==> src/rtl/rcp_avg_rtt_sched.sv <==
// rcp_avg_rtt_sched: periodic per-port average RTT scheduler sharing one 64/32 divider.
// Optional overrun counter enabled by defining RCP_SCHED_OVERRUN_CNT_EN.
module rcp_avg_rtt_sched #(
    parameter int NUM_PORTS  = 4,
    parameter int DATA_WIDTH = 32
) (
    input  logic                            clk,
    input  logic                            reset,
    input  logic                            ctrl_enable,
    input  logic [DATA_WIDTH-1:0]           interval,
    input  logic [NUM_PORTS*64-1:0]         rtt_sum,
    input  logic [NUM_PORTS*DATA_WIDTH-1:0] num_rcp,
    output logic [NUM_PORTS*DATA_WIDTH-1:0] avg_rtt,
    output logic [NUM_PORTS-1:0]            avg_valid,
    output logic                            update_done,
    output logic                            busy,
    output logic [DATA_WIDTH-1:0]           overrun_cnt
);

    localparam int PW = (NUM_PORTS > 1) ? $clog2(NUM_PORTS) : 1;
    localparam logic [PW-1:0] LAST = PW'(NUM_PORTS - 1);

    typedef enum logic [2:0] {
        S_IDLE,
        S_SNAP,
        S_DIV,
        S_STORE,
        S_DONE
    } state_t;

    state_t r_state;
    state_t w_state_nx;

    logic [DATA_WIDTH-1:0] r_cnt;
    logic                  w_run;
    logic                  w_tick;

    logic [63:0]           r_sh_sum [NUM_PORTS];
    logic [DATA_WIDTH-1:0] r_sh_cnt [NUM_PORTS];

    logic [PW-1:0]         r_p;
    logic [PW-1:0]         w_p_nx;
    logic [5:0]            r_bit;

    logic [63:0]           r_quo;
    logic [DATA_WIDTH-1:0] r_rem;
    logic [DATA_WIDTH-1:0] r_den;
    logic [DATA_WIDTH:0]   w_rem_sh;
    logic [DATA_WIDTH:0]   w_rem_sub;
    logic                  w_ge;
    logic [DATA_WIDTH-1:0] w_q_sat;

    logic [63:0]           w_ld_num;
    logic [DATA_WIDTH-1:0] w_ld_den;

    logic [NUM_PORTS*DATA_WIDTH-1:0] r_avg;
    logic [NUM_PORTS-1:0]            r_vld;

    assign w_run  = ctrl_enable && (interval != '0);
    assign w_tick = w_run && (r_cnt >= interval - 1'b1);

    // Interval timer: free-runs while enabled, restarts on every tick.
    always_ff @(posedge clk) begin
        if (reset || !w_run || w_tick) begin
            r_cnt <= '0;
        end else begin
            r_cnt <= r_cnt + 1'b1;
        end
    end

    // Control FSM state register.
    always_ff @(posedge clk) begin
        if (reset) begin
            r_state <= S_IDLE;
        end else begin
            r_state <= w_state_nx;
        end
    end

    assign w_p_nx = (r_p == LAST) ? '0 : r_p + 1'b1;

    // Divider operands for the port about to start; port 0 comes straight from the inputs.
    always_comb begin
        w_ld_num = r_sh_sum[w_p_nx];
        w_ld_den = r_sh_cnt[w_p_nx];
        if (r_state == S_SNAP) begin
            w_ld_num = rtt_sum[63:0];
            w_ld_den = num_rcp[DATA_WIDTH-1:0];
        end
    end

    // Next-state logic; zero-count ports skip the divider entirely.
    always_comb begin
        w_state_nx = r_state;
        unique case (r_state)
            S_IDLE: begin
                if (w_tick) begin
                    w_state_nx = S_SNAP;
                end
            end
            S_SNAP: begin
                w_state_nx = (w_ld_den != '0) ? S_DIV : S_STORE;
            end
            S_DIV: begin
                if (r_bit == 6'd63) begin
                    w_state_nx = S_STORE;
                end
            end
            S_STORE: begin
                if (r_p == LAST) begin
                    w_state_nx = S_DONE;
                end else begin
                    w_state_nx = (w_ld_den != '0) ? S_DIV : S_STORE;
                end
            end
            S_DONE: begin
                w_state_nx = S_IDLE;
            end
            default: begin
                w_state_nx = S_IDLE;
            end
        endcase
    end

    assign w_rem_sh  = {r_rem, r_quo[63]};
    assign w_ge      = (w_rem_sh >= {1'b0, r_den});
    assign w_rem_sub = w_rem_sh - {1'b0, r_den};
    assign w_q_sat   = (|r_quo[63:DATA_WIDTH]) ? '1 : r_quo[DATA_WIDTH-1:0];

    // Snapshot, restoring divide steps and per-port result write-back.
    always_ff @(posedge clk) begin
        if (reset) begin
            r_p   <= '0;
            r_bit <= '0;
            r_quo <= '0;
            r_rem <= '0;
            r_den <= '0;
            r_avg <= '0;
            r_vld <= '0;
            for (int i = 0; i < NUM_PORTS; i++) begin
                r_sh_sum[i] <= '0;
                r_sh_cnt[i] <= '0;
            end
        end else begin
            unique case (r_state)
                S_SNAP: begin
                    for (int i = 0; i < NUM_PORTS; i++) begin
                        r_sh_sum[i] <= rtt_sum[i*64 +: 64];
                        r_sh_cnt[i] <= num_rcp[i*DATA_WIDTH +: DATA_WIDTH];
                    end
                    r_p   <= '0;
                    r_quo <= w_ld_num;
                    r_den <= w_ld_den;
                    r_rem <= '0;
                    r_bit <= '0;
                end
                S_DIV: begin
                    r_quo <= {r_quo[62:0], w_ge};
                    r_rem <= w_ge ? w_rem_sub[DATA_WIDTH-1:0]
                                  : w_rem_sh[DATA_WIDTH-1:0];
                    r_bit <= r_bit + 6'd1;
                end
                S_STORE: begin
                    if (r_sh_cnt[r_p] == '0) begin
                        r_avg[r_p*DATA_WIDTH +: DATA_WIDTH] <= '0;
                        r_vld[r_p] <= 1'b0;
                    end else begin
                        r_avg[r_p*DATA_WIDTH +: DATA_WIDTH] <= w_q_sat;
                        r_vld[r_p] <= 1'b1;
                    end
                    r_p   <= w_p_nx;
                    r_quo <= w_ld_num;
                    r_den <= w_ld_den;
                    r_rem <= '0;
                    r_bit <= '0;
                end
                default: begin
                end
            endcase
        end
    end

`ifdef RCP_SCHED_OVERRUN_CNT_EN
    logic [DATA_WIDTH-1:0] r_ovr;

    // Count ticks that arrive while an update is still in flight.
    always_ff @(posedge clk) begin
        if (reset) begin
            r_ovr <= '0;
        end else if (w_tick && (r_state != S_IDLE)) begin
            r_ovr <= r_ovr + 1'b1;
        end
    end

    assign overrun_cnt = r_ovr;
`else
    assign overrun_cnt = '0;
`endif

    assign avg_rtt     = r_avg;
    assign avg_valid   = r_vld;
    assign update_done = (r_state == S_DONE);
    assign busy        = (r_state != S_IDLE);

endmodule

==> config.mk <==
export PLATFORM = sky130hd
export DESIGN_NAME = rcp_avg_rtt_sched
export DESIGN_NICKNAME = d
export VERILOG_FILES = /design/src/rtl/rcp_avg_rtt_sched.sv
export SDC_FILE = /design/constraint.sdc
export NUM_CORES = 1
export LEC_CHECK = 0
export ABC_CLOCK_PERIOD_IN_PS = 10500
export CORE_MARGIN = 2
export CORE_UTILIZATION = 28
export CTS_CLUSTER_DIAMETER = 30
export DETAILED_ROUTE_END_ITERATION = 10
export SLEW_MARGIN = 15
export SYNTH_ARGS = -nofsm -noshare
export SYNTH_HDL_FRONTEND = slang
export SYNTH_SLANG_ARGS = --single-unit
export TNS_END_PERCENT = 1
==> constraint.sdc <==
create_clock -name clk -period 10.5 [get_ports clk]
set_input_delay 1.05 -clock clk [delete_from_list [all_inputs] [get_ports clk]]
set_output_delay 1.05 -clock clk [all_outputs]
set_load 0.01 [all_outputs]
After elaboration in Yosys (flattened, before gate mapping)
Memories as Yosys holds them, arrays and structs flattened. A register that Yosys moved wholly into a read port is not among the register bits.
Cells that the tools add are included.
{"block": "op_classes", "mux": 35, "reduce_logical": 16, "n_shift": 3, "n_addsub": 6, "n_lt_le_gt_ge": 4, "bitwise_logic": 11, "eq_ne": 8}
{"operator": "$mux 64", "count": 5}
{"operator": "$bwmux 128", "count": 2}
{"operator": "$mux 32", "count": 7}
{"operator": "$mux 128", "count": 1}
{"operator": "$pmux 64 s2", "count": 1}
{"operator": "$shift 32x34->128 const A", "count": 1}
{"operator": "$shiftx 32x34->128", "count": 1}
{"operator": "$shiftx 32x34->128 const A", "count": 1}
{"operator": "$pmux 32 s2", "count": 1}
{"operator": "$reduce_bool 32->1", "count": 2}
{"operator": "$neg 7->34", "count": 1}
{"operator": "$ge 33x32->1", "count": 1}
{"operator": "$add 32x1->32 const B", "count": 1}
{"operator": "$ge 32x32->1", "count": 1}
{"operator": "$logic_not 32->1", "count": 1}
{"operator": "$reduce_or 32->1", "count": 1}
{"operator": "$sub 32x1->32 const B", "count": 1}
{"operator": "$sub 32x32->32", "count": 1}
{"operator": "$pmux 3 s4", "count": 1}
{"operator": "$pmux 6 s2", "count": 1}
{"operator": "$mux 3", "count": 3}
{"operator": "$or 1x1->1", "count": 8}
{"operator": "$mux 1", "count": 7}
{"operator": "$add 6x1->6 const B", "count": 1}
{"operator": "24 further kinds", "count": 32}
{"block": "word_totals", "inputBits": 419, "mem_count": 2, "regBits": 303, "output_inout_bits": 166, "ram_bits": 384}
{"memory": "r_sh_sum", "words": 4, "width": 64, "read_ports": 1, "rd_clocked_by_memory_dff": 0, "write_ports": 4, "line": "38", "source": "logic [63:0] r_sh_sum [NUM_PORTS];"}
{"memory": "r_sh_cnt", "words": 4, "width": 32, "read_ports": 2, "rd_clocked_by_memory_dff": 1, "write_ports": 4, "line": "39", "source": "logic [DATA_WIDTH-1:0] r_sh_cnt [NUM_PORTS];"}

Longest topological paths before layout
An unclocked memory read counts as a cell.
{"block": "logic_depth", "word_depth": 8, "mapped_depth": 22, "depth_no_buf": 19}

Worst setup path before layout
Ideal clock, no wire load.
{"block": "synth_path", "path_kind": "input to register", "start": "in reset", "end": "mem r_sh_cnt[0][0] (enable)", "stages": 3, "t_arrival_ns": 6.241, "slack_ns": 3.670, "setup_time_ns": 0.589, "path_buffers": 2, "path_cell_list": "clkbuf_1 > clkbuf_1 > or2_2"}
{"element": "start: declaration", "line": "8", "source": "input logic reset,"}
{"element": "end: declaration", "line": "39"}

Worst setup path in the final report
{"block": "layout_path", "start": "in interval[2]", "end": "reg r_cnt[22]"}
{"block": "layout_between", "elab_chain_len": 5, "word_cells_on_any_way": 8, "cone_classes": "add/sub (1); order compare (1); reduce/logical (6)"}
{"element": "start: declaration", "line": "10", "source": "input logic [DATA_WIDTH-1:0] interval,"}
{"element": "parallel branches: the longest is 4 deep, another holds $sub 32x1->32"}
{"element": "$logic_or 1x1->1 *", "line": "64", "source": "if (reset || !w_run || w_tick) begin"}
{"element": "end signal: assignment", "line": "67", "source": "r_cnt <= r_cnt + 1'b1;"}
{"element": "end: declaration", "line": "34", "source": "logic [DATA_WIDTH-1:0] r_cnt;"}
Every way passes the cells marked *.
A chain may end at the register's enable or synchronous reset.

==> impl_table.tex <==
\begin{tabular}{lr}
\hline
Metric & Value \\
\hline
\multicolumn{2}{l}{\textbf{Critical path}} \\
Endpoint arrival time on the critical path & between 5 and 6 ns \\
Type of origin of the critical path & input port \\
Setup Crit Path Kind & in -> reg \\
Worst Path Required & roughly 11 ns \\
Nature of the critical path endpoint & flip-flop \\
Maximum net fanout on the critical path & 32 \\
\multicolumn{2}{l}{\textbf{Status}} \\
Status & finished, final reports clean \\
\multicolumn{2}{l}{\textbf{Synth}} \\
Dominant cells by area after synthesis & sky130\_fd\_sc\_hd\_\_edfxtp\_1 (35\%), sky130\_fd\_sc\_hd\_\_dfxtp\_1 (19\%), sky130\_fd\_sc\_hd\_\_and2\_1 (7.4\%) \\
Top-area cell type share of the netlist area & around a third \\
Flop and latch count out of synthesis & $\sim$690 \\
Cell type with the largest total area after synthesis & sky130\_fd\_sc\_hd\_\_edfxtp\_1 \\
Number of distinct library cells after synthesis & 66 \\
Flip-flop cell with the highest count after synthesis & sky130\_fd\_sc\_hd\_\_edfxtp\_1 \\
Ys async rst share & 0\% \\
Post-Synthesis Cell Area & $\sim$33000 um\^{}2 \\
Synth Instances & 2971 \\
Warnings from Yosys & 0 \\
Mean Syn Cell Area & between 10 and 15 um\^{}2 \\
Sequential-to-total area share from yosys stat & approximately 54\% \\
Count of flip-flops with a built-in enable after synthesis & around 380 \\
\multicolumn{2}{l}{\textbf{Flow run}} \\
Max-cap viol count & 0 \\
\multicolumn{2}{l}{\textbf{CTS}} \\
Max clock buf depth & 3 \\
Clock-pin slew of the registers on the worst-case setup and hold paths & approximately 0.040 ns \\
Post-CTS setup repair buffer count & 0 \\
Number of buffers inserted during clock tree synthesis & around 160 \\
Clock latency on the worst-skew pair & approximately 0.75 ns \\
Resize count post-CTS & 0 \\
Hold bufs inserted after CTS & 0 \\
TritonCTS clock tree & done \\
Number of sinks handled by clock tree synthesis & about 700 \\
Level count of the clock H-tree & 4 \\
Root buffer selected by CTS & sky130\_fd\_sc\_hd\_\_clkbuf\_16 \\
\multicolumn{2}{l}{\textbf{Drt}} \\
Vias after detailed routing & between 20000 and 30000 \\
Number of DRC violations after detailed-routing iteration 0 & roughly 1900 \\
Average via count per standard cell & between 4 and 5 \\
\# DRC & 0 \\
Wire length after detailed routing & 108 mm \\
Count of antenna-violating nets left after detailed routing & 0 \\
Total iterations of the first detailed-routing run & 5 \\
Drt wl/cell & between 20 and 25 um \\
\multicolumn{2}{l}{\textbf{Cells and area}} \\
Filler cell count in the final layout & roughly 11000 \\
Multi-input logic area & approximately 14000 um\^{}2 \\
Area of all placed cells without fillers & between 40000 and 50000 um\^{}2 \\
Sequential cell area & 17600 um\^{}2 \\
Final-stage net count & around 4000 \\
Share of cells above drive strength 1 & roughly 12\% \\
End-of-flow core utilization & 39.2\% \\
Syn-to-layout area delta & 39.0\% \\
\multicolumn{2}{l}{\textbf{Timing}} \\
Maximum clock frequency & 0.205 GHz \\
Remaining max-slew budget at the tightest pin & between 20\% and 30\% \\
Min Hold Slack & around 0.45 ns \\
Setup-failing EPs final & 0 \\
Least-Margin Pin Slew & around 1.1 ns \\
Final-report max-slew violation count & 0 \\
Crit share post-route & 46.4\% \\
Setup repair after global routing missed its margin & no \\
Min cycle time layout & approximately 5 ns \\
Total Neg Setup Slack & 0 ns \\
Worst Skew & roughly 0.037 ns \\
Final count of hold timing violations & 0 \\
\multicolumn{2}{l}{\textbf{Floorplan}} \\
I/O pin count & between 500 and 600 \\
Number of placement rows & 125 \\
Core footprint & 116000 um\^{}2 \\
Area of the die & roughly 120000 um\^{}2 \\
Chip Width & 346 um \\
Height of the chip & around 350 um \\
Initial standard-cell utilization of the core & between 20\% and 30\% \\
\multicolumn{2}{l}{\textbf{Global routing}} \\
Number of global-route vias before repair & about 25000 \\
Global router's overall resource usage & 17.7\% \\
Pin count of the biggest net entering global routing & roughly 130 \\
Total overflow reported by the global router & 0 \\
Wire length of the first global-routing pass & around 160 mm \\
Initial antenna violation count & 19 \\
\multicolumn{2}{l}{\textbf{Placed design}} \\
DP Area & 39500 um\^{}2 \\
Hpwl dp & 76.8 mm \\
Number of input and output port buffers inserted & around 550 \\
GP Congestion & around 0.87 \\
\multicolumn{2}{l}{\textbf{Power}} \\
Leakage power & $\sim$0.016 uW \\
Power per standard cell area & $\sim$190 nW/um\^{}2 \\
Worst voltage drop across the vdd grid & 138 uV \\
\multicolumn{2}{l}{\textbf{Worst hold path}} \\
Hold WC Path Type & reg -> reg \\
\hline
\end{tabular}
[cell usage after synthesis (all sizes together) (5+ instances only)]
library cell	count
nor3	22
nand4	29
and2	388
and3	15
mux2i	49
a22o	6
a211oi	101
xnor2	41
o211ai	8
inv	51
nand3	34
a311oi	65
o21a	9
or3	5
nand2	288
a21oi	88
a2bb2oi	32
nor2b	71
nor4	57
a21o	19
buf	77
nand2b	6
xor2	40
clkbuf	146
mux4	96
or2	5
a31oi	6
or4	7
nor2	281
edfxtp	384
dfxtp	305
o21ai	120
ha	72
[cell usage in the layout, fill, tap and decap left out, types with 33 or more instances in the layout]
master                            Yosys  layout
sky130_fd_sc_hd__a211oi_1           101     101
sky130_fd_sc_hd__a21oi_1             88      88
sky130_fd_sc_hd__a311oi_1            65      65
sky130_fd_sc_hd__and2_1             388     387
sky130_fd_sc_hd__clkbuf_16            0     172
sky130_fd_sc_hd__clkdlybuf4s50_1      0     551
sky130_fd_sc_hd__dfxtp_1            305     304
sky130_fd_sc_hd__edfxtp_1           384     384
sky130_fd_sc_hd__ha_1                72      71
sky130_fd_sc_hd__inv_1               51      51
sky130_fd_sc_hd__mux2i_1             48      48
sky130_fd_sc_hd__mux4_2              96      96
sky130_fd_sc_hd__nand2_1            288     287
sky130_fd_sc_hd__nand3_1             34      33
sky130_fd_sc_hd__nor2_1             280     277
sky130_fd_sc_hd__nor2b_1             71      70
sky130_fd_sc_hd__nor4_1              56      56
sky130_fd_sc_hd__o21ai_0            117     117
sky130_fd_sc_hd__xnor2_1             41      41
sky130_fd_sc_hd__xor2_1              40      40
[final timing paths]
| path | from | endpoint | slack [ns] | depth (start not counted) |
|---|---|---|---|---|
| worst max-delay path | interval[2] | r_cnt[22] | 5.63 | 16 |
| worst min-delay path | avg_rtt[42] | avg_rtt[42] | 0.45 | 2 |
| worst max register to register | r_p[0] | r_quo[33] | 6.30 | 7 |
| worst min register to register | avg_rtt[42] | avg_rtt[42] | 0.45 | 2 |
[worst max-delay path, stage by stage]
cell and delay [ns]:
sky130_fd_sc_hd__clkdlybuf4s50_1 0.50, sky130_fd_sc_hd__nor4_1 0.45, sky130_fd_sc_hd__nand2_1 0.18, sky130_fd_sc_hd__nor2_1 0.26
sky130_fd_sc_hd__nand2_1 0.16, sky130_fd_sc_hd__nor2_1 0.36, sky130_fd_sc_hd__nand2_1 0.12, sky130_fd_sc_hd__xor2_1 0.16
sky130_fd_sc_hd__ha_1 0.29, sky130_fd_sc_hd__and3_1 0.15, sky130_fd_sc_hd__nand3_1 0.10, sky130_fd_sc_hd__nor3_1 0.23
sky130_fd_sc_hd__nand2_1 0.08, sky130_fd_sc_hd__o211ai_1 0.30, sky130_fd_sc_hd__or3_1 0.89, sky130_fd_sc_hd__nor2_1 0.12
[per-layer routing]
| metal | wire length (um) | vias up | global-route usage [%] |
|---|---|---|---|
| li1 | - | 11800 | - |
| met1 | 46600 | 12200 | 22.9 |
| met2 | 50400 | 872 | 28.0 |
| met3 | 6160 | 234 | 3.54 |
| met4 | 4750 | 6 | 8.89 |
| met5 | 36 | - | 0 |
[layout make-up]
cell class | count | area share, %
Multi-Input combinational cell | 2039 | 30.8
Clock inverter | 88 | 2.92
Clock buffer | 214 | 10.1
Inverter | 51 | 0.421
Antenna cell | 10 | 0.0550
Tap cell | 1524 | 4.19
Timing Repair Buffer | 584 | 12.7
Sequential cell | 689 | 38.8
[per-stage QoR]
stage / std cells / setup slack, ns / power, uW
6_report: 5199 / 5.63 / 8590
5_1_grt: 5199 / 5.11 / 8840
4_1_cts: 5189 / 5.69 / 8670
3_5_place_dp: 4887 / 4.92 / 3290
3_3_place_gp: 4887 / 5.00 / 3280
2_1_floorplan: 3002 / 3.67 / 3080
[flip-flops by register name, summed over array words and instances (netlist names), named ones only]
name and flops:
r_sh_cnt 128, r_p 2, r_sh_sum 256, avg_rtt 128, r_quo 64, r_cnt 32, r_bit 6, r_den 32
r_rem 32, r_state 3
[cells by family after synthesis]
kind of cell	count (synthesis)	synth area share, %
compound gates	485	10.1
fa+ha+maj	73	2.82
xor+xnor	81	2.17
flops	689	53.9
simple gates	1220	18.9
mux	148	8.22
other cells	1	0.0115
buf+inv	274	3.83
[power breakdown]
group          internal, uW  switching, uW
clock                  3700           1650
sequential             2900           26.6
combinational           177            132
total                  6780           1810
Power figures use the tool's default switching activity.
